`src/rtl/regfile_loader.sv`:
```
// Host-side load/dump sequencer for the 32x32 register file: streams words
// into consecutive registers (LOAD) or reads them back out as a stream (DUMP).
module regfile_loader #(
    parameter int DATA_W = 32,
    parameter int ADDR_W = 5
) (
    input  logic              clk,
    input  logic              rst,
    input  logic              start,
    input  logic              mode,
    input  logic [ADDR_W-1:0] base,
    input  logic [ADDR_W:0]   count,
    input  logic              in_valid,
    output logic              in_ready,
    input  logic [DATA_W-1:0] in_data,
    output logic              out_valid,
    input  logic              out_ready,
    output logic [DATA_W-1:0] out_data,
    output logic              rf_en,
    output logic              rf_rw,
    output logic [ADDR_W-1:0] rf_da,
    output logic [DATA_W-1:0] rf_din,
    output logic [ADDR_W-1:0] rf_sa,
    input  logic [DATA_W-1:0] rf_a,
    output logic              busy,
    output logic              done
);

    typedef enum logic [2:0] {
        IDLE,
        LOAD,
        RD_ADDR,
        RD_OUT,
        DONE
    } state_t;

    localparam logic [ADDR_W-1:0] ADDR_ONE = 1;
    localparam logic [ADDR_W:0]   CNT_ONE  = 1;
    localparam logic [ADDR_W:0]   CNT_FULL = {1'b1, {ADDR_W{1'b0}}};

    state_t              state, state_nxt;
    logic [ADDR_W-1:0]   addr, addr_nxt;
    logic [ADDR_W:0]     remaining, remaining_nxt;
    logic                out_valid_q, out_valid_nxt;
    logic [DATA_W-1:0]   out_data_q, out_data_nxt;

    always_comb begin
        state_nxt     = state;
        addr_nxt      = addr;
        remaining_nxt = remaining;
        out_valid_nxt = out_valid_q;
        out_data_nxt  = out_data_q;
        in_ready      = 1'b0;
        rf_en         = 1'b0;
        rf_rw         = 1'b0;
        rf_da         = '0;
        rf_din        = '0;
        rf_sa         = '0;

        case (state)
            IDLE: begin
                if (start) begin
                    addr_nxt      = base;
                    remaining_nxt = (count == '0) ? CNT_FULL : count;
                    state_nxt     = mode ? RD_ADDR : LOAD;
                end
            end
            LOAD: begin
                in_ready = 1'b1;
                rf_en    = 1'b1;
                rf_rw    = in_valid;
                rf_da    = addr;
                rf_din   = in_data;
                if (in_valid) begin
                    addr_nxt      = addr + ADDR_ONE;
                    remaining_nxt = remaining - CNT_ONE;
                    if (remaining == CNT_ONE) state_nxt = DONE;
                end
            end
            RD_ADDR: begin
                rf_en         = 1'b1;
                rf_sa         = addr;
                out_data_nxt  = rf_a;
                out_valid_nxt = 1'b1;
                state_nxt     = RD_OUT;
            end
            RD_OUT: begin
                if (out_ready) begin
                    out_valid_nxt = 1'b0;
                    addr_nxt      = addr + ADDR_ONE;
                    remaining_nxt = remaining - CNT_ONE;
                    state_nxt     = (remaining == CNT_ONE) ? DONE : RD_ADDR;
                end
            end
            DONE: begin
                state_nxt = IDLE;
            end
            default: begin
                state_nxt = IDLE;
            end
        endcase

        // A resetting edge must not accept a word or commit a register write.
        if (!rst) begin
            in_ready = 1'b0;
            rf_en    = 1'b0;
            rf_rw    = 1'b0;
        end
    end

    always_ff @(posedge clk) begin
        if (!rst) begin
            state       <= IDLE;
            addr        <= '0;
            remaining   <= '0;
            out_valid_q <= 1'b0;
            out_data_q  <= '0;
        end else begin
            state       <= state_nxt;
            addr        <= addr_nxt;
            remaining   <= remaining_nxt;
            out_valid_q <= out_valid_nxt;
            out_data_q  <= out_data_nxt;
        end
    end

    assign out_valid = out_valid_q;
    assign out_data  = out_data_q;
    assign busy      = (state != IDLE);
    assign done      = (state == DONE);

endmodule

```
`config.mk`:
```
export PLATFORM = sky130hd
export DESIGN_NAME = regfile_loader
export DESIGN_NICKNAME = d
export VERILOG_FILES = /design/src/rtl/regfile_loader.sv
export SDC_FILE = /design/constraint.sdc
export NUM_CORES = 1
export LEC_CHECK = 0
export ABC_CLOCK_PERIOD_IN_PS = 1950
export BUFFER_PORTS_ARGS = -buffer_cell sky130_fd_sc_hd__clkbuf_2
export CAP_MARGIN = 10
export CELL_PAD_IN_SITES_DETAIL_PLACEMENT = 1
export CELL_PAD_IN_SITES_GLOBAL_PLACEMENT = 2
export CORE_AREA = 2 2 89 125
export CTS_BUF_LIST = sky130_fd_sc_hd__clkbuf_2
export DETAILED_ROUTE_END_ITERATION = 7
export DIE_AREA = 0 0 91 127
export PLACE_DENSITY_LB_ADDON = 0.15
export SLEW_MARGIN = 30
export SYNTH_ARGS = -nofsm -noshare
export SYNTH_HDL_FRONTEND = slang
export SYNTH_SLANG_ARGS = --single-unit
export TNS_END_PERCENT = 1
```
`constraint.sdc`:
```
create_clock -name clk -period 1.95 [get_ports clk]
set_input_delay 0 -clock clk [delete_from_list [all_inputs] [get_ports clk]]
set_output_delay 0 -clock clk [all_outputs]
set_load 0.1 [all_outputs]
```
======== Word level (Yosys, flattened, before mapping) ========
Cells that the tools add are included.
storage, ports and cells
  bits in registers ....................... 47
  bits of input ports ..................... 81
  output and inout bits ................... 80
  logic and storage cells ................. 52
cells by class
  $add $sub $neg .......................... 2
  eq/ne operators ......................... 9
  multiplexer cells ....................... 27
  reductions and logical operators ........ 9
operator list
  operator                                                               number
  32-bit 2-to-1 mux                                                      1
  5-bit 2-to-1 mux                                                       5
  6-bit 2-to-1 mux                                                       4
  6-bit case mux with 3 select lines                                     1
  3-bit 2-to-1 mux                                                       5
  5-bit case mux with 3 select lines                                     1
  3-bit case mux with 4 select lines                                     1
  2-bit != test, second input constant                                   4
  4-bit AND reduction                                                    2
  1-bit 2-to-1 mux                                                       7
  3-bit by 2-bit equality test with 1-bit output, second input constant  2
  6-bit by 1-bit equality test with 1-bit output, second input constant  1
  6-bit zero test                                                        1
  3-bit nonzero test                                                     2
  6-bit by 1-bit subtractor with 6-bit output, second input constant     1
  5-bit by 1-bit adder with 5-bit output, second input constant          1
  3-bit by 1-bit equality test with 1-bit output, second input constant  1
  3-bit equality test, second input constant                             1
  3-bit zero test                                                        1
  2-bit 2-to-1 mux                                                       1
  1-bit case mux with 2 select lines                                     1
  2-bit AND reduction                                                    1
  2-bit nonzero test                                                     1
  2-bit OR reduction                                                     1

======== Logic depth before layout (Yosys ltp) ========
Gate-level depths: netlist of the first run.
  depth in word-level cells ............... 4
  depth in mapped cells ................... 6
  mapped depth without buffers ............ 5

======== Worst setup path after synthesis of the first run ========
No wires, ideal clock.
  path kind ............................... flip-flop to output port
  start ................................... register state[2]
  end ..................................... output port rf_rw
  data arrival time ....................... 3778 ps
  data required time ...................... 1950 ps
  setup slack ............................. -1828 ps
  stages on the path, launching flop included .. 6
  path through ............................ dfxtp_1 nand2b_1 buf_2 buf_4 nor3_1 and2_1
between the ends
  cells in the longest elaborated chain, start to end .. 3
ends and longest elaborated chain
  item                                            line  source
  start: declaration                              41    state_t state, state_nxt;
  start signal: assignment                        119   state <= state_nxt;
  3-bit by 1-bit equality test with 1-bit output  60    case (state)
  1-bit 2-to-1 mux                                60
  1-bit 2-to-1 mux                                104   if (!rst) begin
  end: declaration                                20    output logic rf_rw,
No other way between the ends.

======== Worst setup path in the final report of the first run ========
  start ................................... register state[0]
  end ..................................... output port rf_din[24]
between the ends
  cells in the longest elaborated chain, start to end .. 2
ends and longest elaborated chain
  item                                            line  source
  3-bit by 1-bit equality test with 1-bit output  60
  32-bit 2-to-1 mux                               60
  end: declaration                                22    output logic [DATA_W-1:0] rf_din,
No other way between the ends.

==> key figures, run 1 <==
Synth
  • Top-count cell post-synth: nand2_1
  • Syn Std Cell Area: 2360 um^2
  • Seq/Total Area, Yosys: 39.9%
  • Post-synth top area share: 39.9%
  • Instance count of the mapped netlist: 308
  • Syn_nets: 392
  • Synth Register Bits: 47
  • Ys flop type: dfxtp_1
  • Post-synth top area cell: dfxtp_1
  • Synth warn: 0
  • Post-synth EDFFs: 0
  • Most frequent cells after synthesis: 80 x nand2_1, 47 x dfxtp_1, 45 x a21oi_1
  • Syn Area/Cell: 7.67 um^2
  • Async set-reset flop share out of synthesis: 0%
  • Synth area leaders: dfxtp_1 40%, nand2_1 13%, and2_1 11%
  • Synth cell types: 42

Global route
  • Number of global-route vias before repair: 2849
  • First-pass GRT wire length: 15200 um
  • All-Layer GR Usage: 16.3%
  • Initial antenna violation count: 0
  • Largest net degree at the start of global routing: 39
  • GRT overflow: 0

STA
  • Max frequency: 531 MHz
  • Fin crit period: 1.88 ns
  • Final worst-path cycle share: 96.6%
  • Count of final setup violators: 0
  • Slew headroom: 61.3%
  • Skew final: 0.00873 ns
  • Final hold violation count: 0
  • Slew of the pin with the lowest slew margin: 0.583 ns
  • Setup TNS: 0 ns
  • Max-slew violation count: 0

Clock network
  • Root Buffer: clkbuf_2
  • CTS tree: yes
  • Worst-Skew Late Latency: 0.41 ns
  • Maximum clock path buffer count: 2
  • Worst-path clk slew: 0.25 ns
  • Htree depth: 2
  • CTS sink count: 47
  • CTS Buf Count: 5

Layout
  • Share of layout cells above drive strength 1: 39.9%
  • Fillers: 1241
  • Sequential cell area: 946 um^2
  • Final std cells w/o fill: 657
  • Layout Nets: 602
  • Multi-input logic area: 1320 um^2
  • Area growth syn-to-layout: 100%
  • Diodes inserted: 0

Setup path
  • Critical path startpoint category: flop
  • Crit-path max FO: 11
  • Reg2reg path depth: 6
  • Worst setup path startpoint: state[0]
  • CP endpoint kind: primary output
  • Worst reg2reg endpoint: addr[2]
  • Worst R2R Start: state[0]
  • R2r setup slk: 0.32 ns
  • Critical path capture point: rf_din[24]
  • Setup CP Type: reg -> out
  • WP data required: 1.95 ns
  • Worst Path Arrival: 1.88 ns

Power
  • Power Density: 1130 nW/um^2
  • Lkg Pwr: 2.09 nW
  • Pint: 0.00257 W
  • Clk pwr share: 12.9%
  • Combinational power share: 63.9%
  • Sequential power share: 23.2%
  • Sw Share: 51.6%
  • P_sw: 0.00274 W
  • Peak VDD IR: 404 uV

Die
  • Die footprint: 11600 um^2
  • I/O pins: 161
  • DIE WIDTH: 91 um
  • Rows: 44
  • Starting density of the core: 22.8%
  • Vert. Die Dim: 127 um
  • Core Area: 10300 um^2

Place
  • Placer Congestion: 0.789
  • Inst Count DP: 596
  • Post-detail-place hpwl: 7330 um
  • IO Port Bufs: 160

Routing
  • Drt pass-1 iters: 4
  • Residual DRC: 0
  • Number of DRC markers in iteration 0: 61
  • Wire length per cell: 15.3 um
  • Antenna viol nets, final: 0
  • Via count: 2880
  • Vias per Instance: 4.38
  • Drt total wl: 10100 um

Hold path
  • Worst hold path type: in -> reg

Run
  • Max_cap viols: 0

Run status
  • Status: finished, final reports clean
==> kinds of logic after synthesis <==
family | share of synthesized area, %
muxes | 0.636
AOI/OAI and AO/OA | 20.3
DFF | 39.9
and+or+nand+nor | 31.3
buffers and inverters | 6.31
adders and majority gates | 1.59
==> flip-flops by register name, indices dropped and copies added (netlist names) <==
| register | count |
|---|---|
| addr | 5 |
| out_data | 32 |
| out_valid | 1 |
| remaining | 6 |
| state | 3 |
==> layout make-up <==
class                           instances  share of cell area [%]
Clock buffer                            6                   0.636
Clock inverter                          2                    1.27
Inverter                                7                   0.556
Multi-Input combinational cell        231                    28.0
Sequential cell                        47                    20.0
Tap cell                              138                    3.66
Timing Repair Buffer                  226                    45.9
==> how the worst min path moves through the flow <==
stage	from	end	cells after the start
2_1_floorplan	rf_a[10]	out_data[10]	2
3_3_place_gp	rf_a[25]	out_data[25]	3
3_5_place_dp	rf_a[3]	out_data[3]	3
4_1_cts	base[0]	addr[0]	4
5_1_grt	start	state[0]	3
6_report	start	state[0]	3
==> layout by cell type (no fill, tap or decap), types with 2 or more instances in the layout <==
master and instances:
buf_12 48, o21ai_0 2, nor3_1 3, and2_1 39
buf_6 2, dfxtp_1 45, inv_1 6, a211oi_2 2
and2_4 4, o31a_1 4, a21o_1 4, clkbuf_2 121
buf_4 13, nand2_1 80, bufinv_16 2, clkbuf_16 2
a21oi_1 45, o221a_2 2, nand3_1 4, ha_1 3
nor2_1 9, dlygate4sd3_1 46, o32ai_1 4
==> worst max-delay path: stages, from the launching register on <==
cell and delay (ns):
dfxtp_2 0.40, buf_4 0.19, nand2b_4 0.08, nor2_4 0.14
buf_12 0.14, clkbuf_16 0.15, and2_1 0.18, buf_12 0.18
==> power groups by stage <==
stage                     combinational [W]  sequential [W]  clock [W]
final                               0.00339         0.00123   0.000686
after global routing                0.00357         0.00126   0.000738
after CTS                           0.00327         0.00124   0.000696
after detailed placement            0.00319         0.00125          0
after global placement              0.00316         0.00125          0
after floorplan                     0.00167         0.00178          0
==> per-stage QoR <==
stage / worst slack [ns] / instance area, um^2 / utilization (%) / hold slack [ns] / total power, W
2_1_floorplan: -0.428 / 2380 / - / 0.136 / 0.00345
3_3_place_gp: 0.416 / 4040 / 39.0 / 0.222 / 0.00441
3_5_place_dp: 0.359 / 4040 / 39.0 / 0.232 / 0.00444
4_1_cts: 0.00350 / 4600 / 44.4 / 0.0152 / 0.00520
5_1_grt: -0.0426 / 4720 / 45.6 / 0.0445 / 0.00557
6_report: 0.0660 / 4720 / 45.6 / 0.0295 / 0.00531
==> what timing repair did <==
action,in CTS,in global routing
hold buffers,46,0
pin swaps,0,1
cloned,0,4
endpoints found under the hold margin,47,0
setup buffers,0,3
gates resized for setup,4,6
setup endpoints to repair,44,44
==> metal layers <==
metal | up-vias | track usage, % | share of wire [%]
met4 | 0 | 3.21 | 0.44
met2 | 68 | 30.1 | 54
met5 | - | 0 | 0
met1 | 1359 | 19.8 | 41
met3 | 2 | 2.59 | 4.0
li1 | 1451 | - | -
Power figures use the tool's default switching activity.
==> run 2: changes to the inputs <==
Settings changed: ABC_AREA set to 1, CORE_AREA 2 2 89 125 to 2 2 93 131, DIE_AREA 0 0 91 127 to 0 0 95 133.
==> run 2 against run 1 <==
Non-clock buffer count is 13 lower. Sequential share of layout area up 0.37 points. First-iteration DRC count rose by 36%. Critical path type is now reg -> reg. Critical endpoint is now remaining[5].
==> key figures, run 2 <==
Synth
  • Most frequent cells after synthesis: 84 x inv_1, 68 x nor2_1, 47 x dfxtp_1
  • Synth cell types: 27 (-36%)
  • Syn Area/Cell: 6.44 um^2 (-16%)
  • Post-synth top area cell: dfxtp_1
  • Syn Std Cell Area: 2460 um^2 (+4.2%)
  • Synth Register Bits: 47 (unchanged)
  • Async set-reset flop share out of synthesis: 0% (unchanged)
  • Post-synth top area share: 38.3% (-1.6 points)
  • Synth area leaders: dfxtp_1 38%, inv_1 13%, nor2_1 10%
  • Top-count cell post-synth: inv_1
  • Seq/Total Area, Yosys: 38.3% (-1.6 points)
  • Synth warn: 0 (unchanged)
  • Post-synth EDFFs: 0 (unchanged)
  • Syn_nets: 466 (+19%)
  • Ys flop type: dfxtp_1
  • Instance count of the mapped netlist: 382 (+24%)

Run
  • Max_cap viols: 0 (unchanged)

Place
  • Inst Count DP: 675 (+13%)
  • Post-detail-place hpwl: 7480 um (+2.0%)
  • IO Port Bufs: 160 (unchanged)
  • Placer Congestion: 0.794 (+0.63%)
  • Post-Place Setup Slack: 0.257 ns (-0.101 ns)

Hold path
  • Worst hold path type: in -> reg
  • Worst Hold Depth: 7 (+4)
  • Worst Hold Path EP: state[2]
  • Hold_sp: in_valid

Setup path
  • R2r setup slk: 0.09 ns (-0.23 ns)
  • CP endpoint kind: flop
  • Worst reg2reg endpoint: remaining[5]
  • Slowest CP cell: dlygate4sd3_1
  • Setup CP Type: reg -> reg
  • Worst R2R Start: state[1]
  • Worst Path Arrival: 2.25 ns (+0.37 ns)
  • Critical Path, Cell by Cell: nor2_4 > nand2_2 > nand2_2 > nor2_1 > nand2_1 > dlygate4sd3_1 > nand3_1 > a21oi_2
  • WP data required: 2.34 ns (+0.39 ns)
  • Crit-path max FO: 12 (+1)
  • Critical path startpoint category: flop
  • Crit-path max cell delay: 0.55 ns (+0.15 ns)
  • Reg2reg path depth: 8 (+2)
  • Most used cell along the critical path: nand2_2

Clock network
  • Root Buffer: clkbuf_2
  • CTS sink count: 47 (unchanged)
  • Htree depth: 2 (unchanged)
  • Worst-path clk slew: 0.25 ns (about the same)
  • CTS tree: yes
  • CTS Buf Count: 5 (unchanged)
  • Worst-Skew Late Latency: 0.43 ns (+0.02 ns)
  • Maximum clock path buffer count: 2 (unchanged)

Global route
  • Initial antenna violation count: 0 (unchanged)
  • First-pass GRT wire length: 15700 um (+2.9%)
  • GRT overflow: 0 (unchanged)
  • Number of global-route vias before repair: 3325 (+17%)
  • Largest net degree at the start of global routing: 42 (+7.7%)
  • All-Layer GR Usage: 15.6% (-0.61 points)

Layout
  • Final std cells w/o fill: 731 (+11%)
  • Fillers: 1422 (+15%)
  • Diodes inserted: 0 (unchanged)
  • Commonest non-fill, non-tap cells in the layout: 120 x clkbuf_2, 84 x inv_1, 68 x nor2_1
  • Layout Nets: 667 (+11%)
  • Commonest non-fill, non-tap cell in the layout: clkbuf_2
  • Largest register FFs: 32 (unchanged)
  • Area growth syn-to-layout: 88.3%
  • Share of layout cells above drive strength 1: 32.9% (-7.0 points)

Routing
  • Antenna viol nets, final: 0 (unchanged)
  • Wire length per cell: 13.1 um (-14%)
  • Vias per Instance: 4.23 (-3.5%)
  • Residual DRC: 0 (unchanged)
  • Drt pass-1 iters: 4 (unchanged)
  • Number of DRC markers in iteration 0: 83 (+36%)
  • Drt total wl: 9600 um (-4.8%)
  • Via count: 3092 (+7.4%)

STA
  • Final hold violation count: 0 (unchanged)
  • Count of final setup violators: 0 (unchanged)
  • Max-slew violation count: 0 (unchanged)
  • RSZ-0062 raised after global routing: true
  • Slew headroom: 61.1% (-0.22 points)
  • Max frequency: 537 MHz (+1.2%)
  • Slew of the pin with the lowest slew margin: 0.586 ns (+0.00331 ns)
  • Fin crit period: 1.86 ns (-0.0230 ns)
  • Skew final: 0.00439 ns (-0.00433 ns)
  • Final worst-path cycle share: 95.4% (-1.2 points)
  • Final worst slack: 0.0890 ns (+0.0230 ns)
  • Setup TNS: 0 ns (unchanged)

Die
  • Die footprint: 12600 um^2 (+9.3%)
  • Vert. Die Dim: 133 um (+4.7%)
  • Rows: 47 (+6.8%)
  • DIE WIDTH: 95 um (+4.4%)
  • Core Area: 11600 um^2 (+12%)
  • I/O pins: 161 (unchanged)
  • Starting density of the core: 21.2% (-1.6 points)

Power
  • P_sw: 0.00294 W (+7.4%)
  • Pint: 0.00227 W (-12%)
  • Lkg Pwr: 2.26 nW (+7.9%)
  • Clk pwr share: 10.6% (-2.3 points)
  • Sw Share: 56.5% (+4.9 points)
  • Power Density: 1120 nW/um^2 (about the same)
  • Sequential power share: 24.8% (+1.6 points)
  • Final total power: 0.00521 W (-2.0%)
  • Peak VDD IR: 469 uV (+16%)
  • Combinational power share: 64.6% (+0.7 points)

Run status
  • Status: finished, final reports clean
[run 2: routing by layer]
layer	global-route usage [%]	routed length, um	vias up
li1	-	-	1562
met1	16.1	3600	1399
met2	29.4	5090	109
met3	3.47	530	22
met4	6.84	366	0
met5	0	0	-
[run 2: power by group through the flow]
| stage | registers (W) | clock network [W] | logic (W) |
|---|---|---|---|
| after floorplan | 0.00201 | 0 | 0.00167 |
| after global placement | 0.00130 | 0 | 0.00328 |
| after detailed placement | 0.00131 | 0 | 0.00331 |
| after CTS | 0.00129 | 0.000595 | 0.00340 |
| after global routing | 0.00132 | 0.000623 | 0.00357 |
| final | 0.00129 | 0.000551 | 0.00337 |
[run 2: critical path, delay by kind of cell, from the launching register on]
| kind | cells | cell delay, ns |
|---|---|---|
| flops | 1 | 0.44 |
| simple gates | 6 | 0.70 |
| compound gates | 1 | 0.12 |
| buf+inv | 1 | 0.55 |
[run 2: what timing repair did]
action	CTS	global route
pin swaps	0	0
setup buffers	0	0
endpoints found under the setup margin	45	5
hold buffers	48	0
endpoints found under the hold margin	47	0
gates resized for setup	3	2
[run 2: worst max-delay path by stage]
| stage | from | depth (start not counted) | slack [ns] | to |
|---|---|---|---|---|
| after CTS | state[2] | 8 | 0.04 | remaining[5] |
| final | state[1] | 8 | 0.09 | remaining[5] |
| after detailed placement | state[0] | 7 | 0.26 | addr[2] |
| after global placement | state[0] | 7 | 0.31 | addr[3] |
| after global routing | state[1] | 8 | -0.05 | remaining[5] |
| after floorplan | state[1] | 5 | -0.43 | rf_en |
[run 2: kinds of logic (layout without fill, tap and decap cells)]
logic type | after synthesis | count (layout) | synth area share (%)
fa+ha+maj | 3 | 3 | 1.53
buf+inv | 108 | 310 | 17.4
simple gates | 130 | 130 | 22.3
compound gates | 90 | 90 | 19.0
flops | 47 | 47 | 38.3
xor+xnor | 4 | 4 | 1.42
[run 2: through the flow]
stage | hold slack [ns] | util [%] | area [um^2]
2_1_floorplan | 0.192 | - | 2470
6_report | 0.138 | 40.0 | 4630
4_1_cts | 0.0978 | 40.0 | 4630
3_3_place_gp | 0.277 | 35.2 | 4070
5_1_grt | 0.142 | 40.0 | 4630
3_5_place_dp | 0.291 | 35.2 | 4070
[run 2: cell type report]
cell class                      instances  area [um^2]  share of cell area (%)
Inverter                               89          334                    7.21
Tap cell                              147          184                    3.97
Multi-Input combinational cell        227         1110                    23.9
Timing Repair Buffer                  213         2000                    43.1
Sequential cell                        47          945                    20.4
Clock buffer                            5         25.0                   0.540
Clock inverter                          3         38.8                   0.837
==> run 3: changes to the inputs <==
Settings changed: BUFFER_PORTS_ARGS -buffer_cell sky130_fd_sc_hd__clkbuf_2 to unset, CORE_AREA 2 2 93 131 to 2 2 76 108, DIE_AREA 0 0 95 133 to 0 0 78 110, DONT_BUFFER_PORTS set to 1.
==> run 3 against run 2 <==
Critical path depth fell by 2. Flip-flop and latch count did not move. Largest power group unchanged. Sequential power barely moved. Clock skew rose by 0.0062 ns. Sequential share of layout area rose by 0.091 points. Die area fell by 32%. Power rose by 1.8%. Cell area barely moved. Highest routed layer unchanged.
==> key figures, run 3 (synthesis results as in run 2) <==
Layout
  • Area growth syn-to-layout: 88.5% (about the same)
  • Commonest non-fill, non-tap cell in the layout: inv_1
  • Largest register FFs: 32 (unchanged)
  • Multi-input logic area: 1220 um^2 (+11%)
  • Fillers: 896 (-37%)
  • Diodes inserted: 0 (unchanged)
  • Commonest non-fill, non-tap cells in the layout: 84 x inv_1, 78 x dlygate4sd3_1, 44 x dfxtp_1
  • Sequential cell area: 950 um^2 (+0.53%)
  • Layout Nets: 618 (-7.3%)
  • Share of layout cells above drive strength 1: 29.5% (-3.3 points)

Routing
  • Residual DRC: 0 (unchanged)
  • Wire length per cell: 16.6 um (+26%)
  • Drt total wl: 10500 um (+9.7%)
  • Antenna viol nets, final: 0 (unchanged)
  • Number of DRC markers in iteration 0: 76 (-8.4%)
  • Drt pass-1 iters: 4 (unchanged)
  • Vias per Instance: 4.76 (+13%)
  • Via count: 3023 (-2.2%)

STA
  • RSZ-0062 raised after global routing: false
  • Final hold violation count: 0 (unchanged)
  • Final worst-path cycle share: 97.9% (+2.5 points)
  • Slew of the pin with the lowest slew margin: 0.441 ns (-0.145 ns)
  • Skew final: 0.0106 ns (+0.00617 ns)
  • Max-slew violation count: 0 (unchanged)
  • Final Hold Slack: 0.0771 ns (-0.0609 ns)
  • Count of final setup violators: 0 (unchanged)
  • Setup TNS: 0 ns (unchanged)
  • Fin crit period: 1.91 ns (+0.0478 ns)
  • Max frequency: 524 MHz (-2.5%)
  • Slew headroom: 70.4% (+9.3 points)

Die
  • Vert. Die Dim: 110 um (-17%)
  • Starting density of the core: 32.3% (+11 points)
  • Rows: 38 (-19%)
  • Core Area: 7610 um^2 (-34%)
  • Die footprint: 8580 um^2 (-32%)
  • DIE WIDTH: 78 um (-18%)
  • I/O pins: 161 (unchanged)

Setup path
  • Reg2reg path depth: 6 (-2)
  • Worst Path Arrival: 2.25 ns (about the same)
  • Critical path startpoint category: flop
  • CP endpoint kind: flop
  • Crit-path max FO: 59 (+47)
  • WP data required: 2.29 ns (-0.05 ns)
  • Setup CP Type: reg -> reg

Clock network
  • CTS Buf Count: 5 (unchanged)
  • CTS sink count: 47 (unchanged)
  • Postcts setup bufs: 0 (unchanged)
  • Htree depth: 2 (unchanged)
  • CTS tree: yes
  • Root Buffer: clkbuf_2
  • Worst-Skew Late Latency: 0.42 ns (about the same)
  • Worst-path clk slew: 0.27 ns (+0.02 ns)
  • Maximum clock path buffer count: 2 (unchanged)

Run status
  • Status: finished, final reports clean

Hold path
  • Worst hold path type: in -> reg
  • Worst Hold Depth: 6 (-1)

Power
  • Power Density: 1140 nW/um^2 (+1.8%)
  • Peak VDD IR: 603 uV (+28%)
  • Final total power: 0.00530 W (+1.8%)
  • Lkg Pwr: 2.06 nW (-8.6%)

Place
  • Post-detail-place hpwl: 6170 um (-18%)
  • Placer Congestion: 0.821 (+3.4%)
  • IO Port Bufs: 0 (-100%)

Run
  • Max_cap viols: 0 (unchanged)

Global route
  • GRT overflow: 0 (unchanged)
  • Largest net degree at the start of global routing: 60 (+43%)
  • Number of global-route vias before repair: 3338 (+0.39%)
  • First-pass GRT wire length: 16500 um (+5.3%)
  • All-Layer GR Usage: 24.3% (+8.7 points)
  • Initial antenna violation count: 0 (unchanged)
[run 3: changes by cell type in the layout (fill, tap and decap cells not counted), sizes merged]
cell / delta
buf: +36
inv: +2
bufinv: -1
clkbuf: -115
dlygate4sd3: +30
clkinv: -1
[run 3: final cells by class]
class,instances,area share (%)
Clock inverter,3,0.486
Sequential cell,47,20.5
Tap cell,100,2.70
Inverter,89,7.21
Multi-Input combinational cell,227,26.4
Timing Repair Buffer,164,42.2
Clock buffer,5,0.540
[run 3: timing repair]
item	4_1_cts	5_1_grt
endpoints found under the setup margin	30	59
resized for setup	1	5
hold buffers	79	0
endpoints found under the hold margin	47	0
[run 3: worst max-delay path, cell delays in order (launching register included)]
cell and delay [ns]:
dfxtp_4 0.43, inv_2 0.12, nand3_2 0.12, buf_12 0.22
o21ai_0 0.24, dlygate4sd3_1 0.63, a21oi_1 0.07
[run 3: final timing paths]
check                           slack, ns            to    startpoint
worst max-delay path                 0.04  out_data[18]      state[2]
worst min register to register       0.48  out_data[28]  out_data[28]
worst min-delay path                 0.08      state[2]      in_valid
worst max register to register       0.04  out_data[18]      state[2]
[run 3: report_power, final]
group / leakage (nW) / internal, W / switching (W)
Clock: 0.0337 / 0.0000974 / 0.000344
Sequential: 0.387 / 0.00114 / 0.000138
Combinational: 1.64 / 0.00102 / 0.00256
Total: 2.06 / 0.00226 / 0.00305
[run 3: metal layers]
layer	routed length [um]	vias up	GRT usage [%]
li1	-	1474	-
met1	3800	1425	25.5
met2	5860	102	46.2
met3	592	22	6.35
met4	272	0	9.27
met5	0	-	0
[run 3: per-stage QoR]
step	worst slack (ns)	utilization [%]	std cells	area (um^2)
after detailed placement	0.405	49.6	548	3770
final	0.0412	60.9	635	4640
after global placement	0.456	49.6	548	3770
after CTS	0.0100	60.8	635	4630
after global routing	0.00574	60.9	635	4640
after floorplan	-0.434	-	382	2470
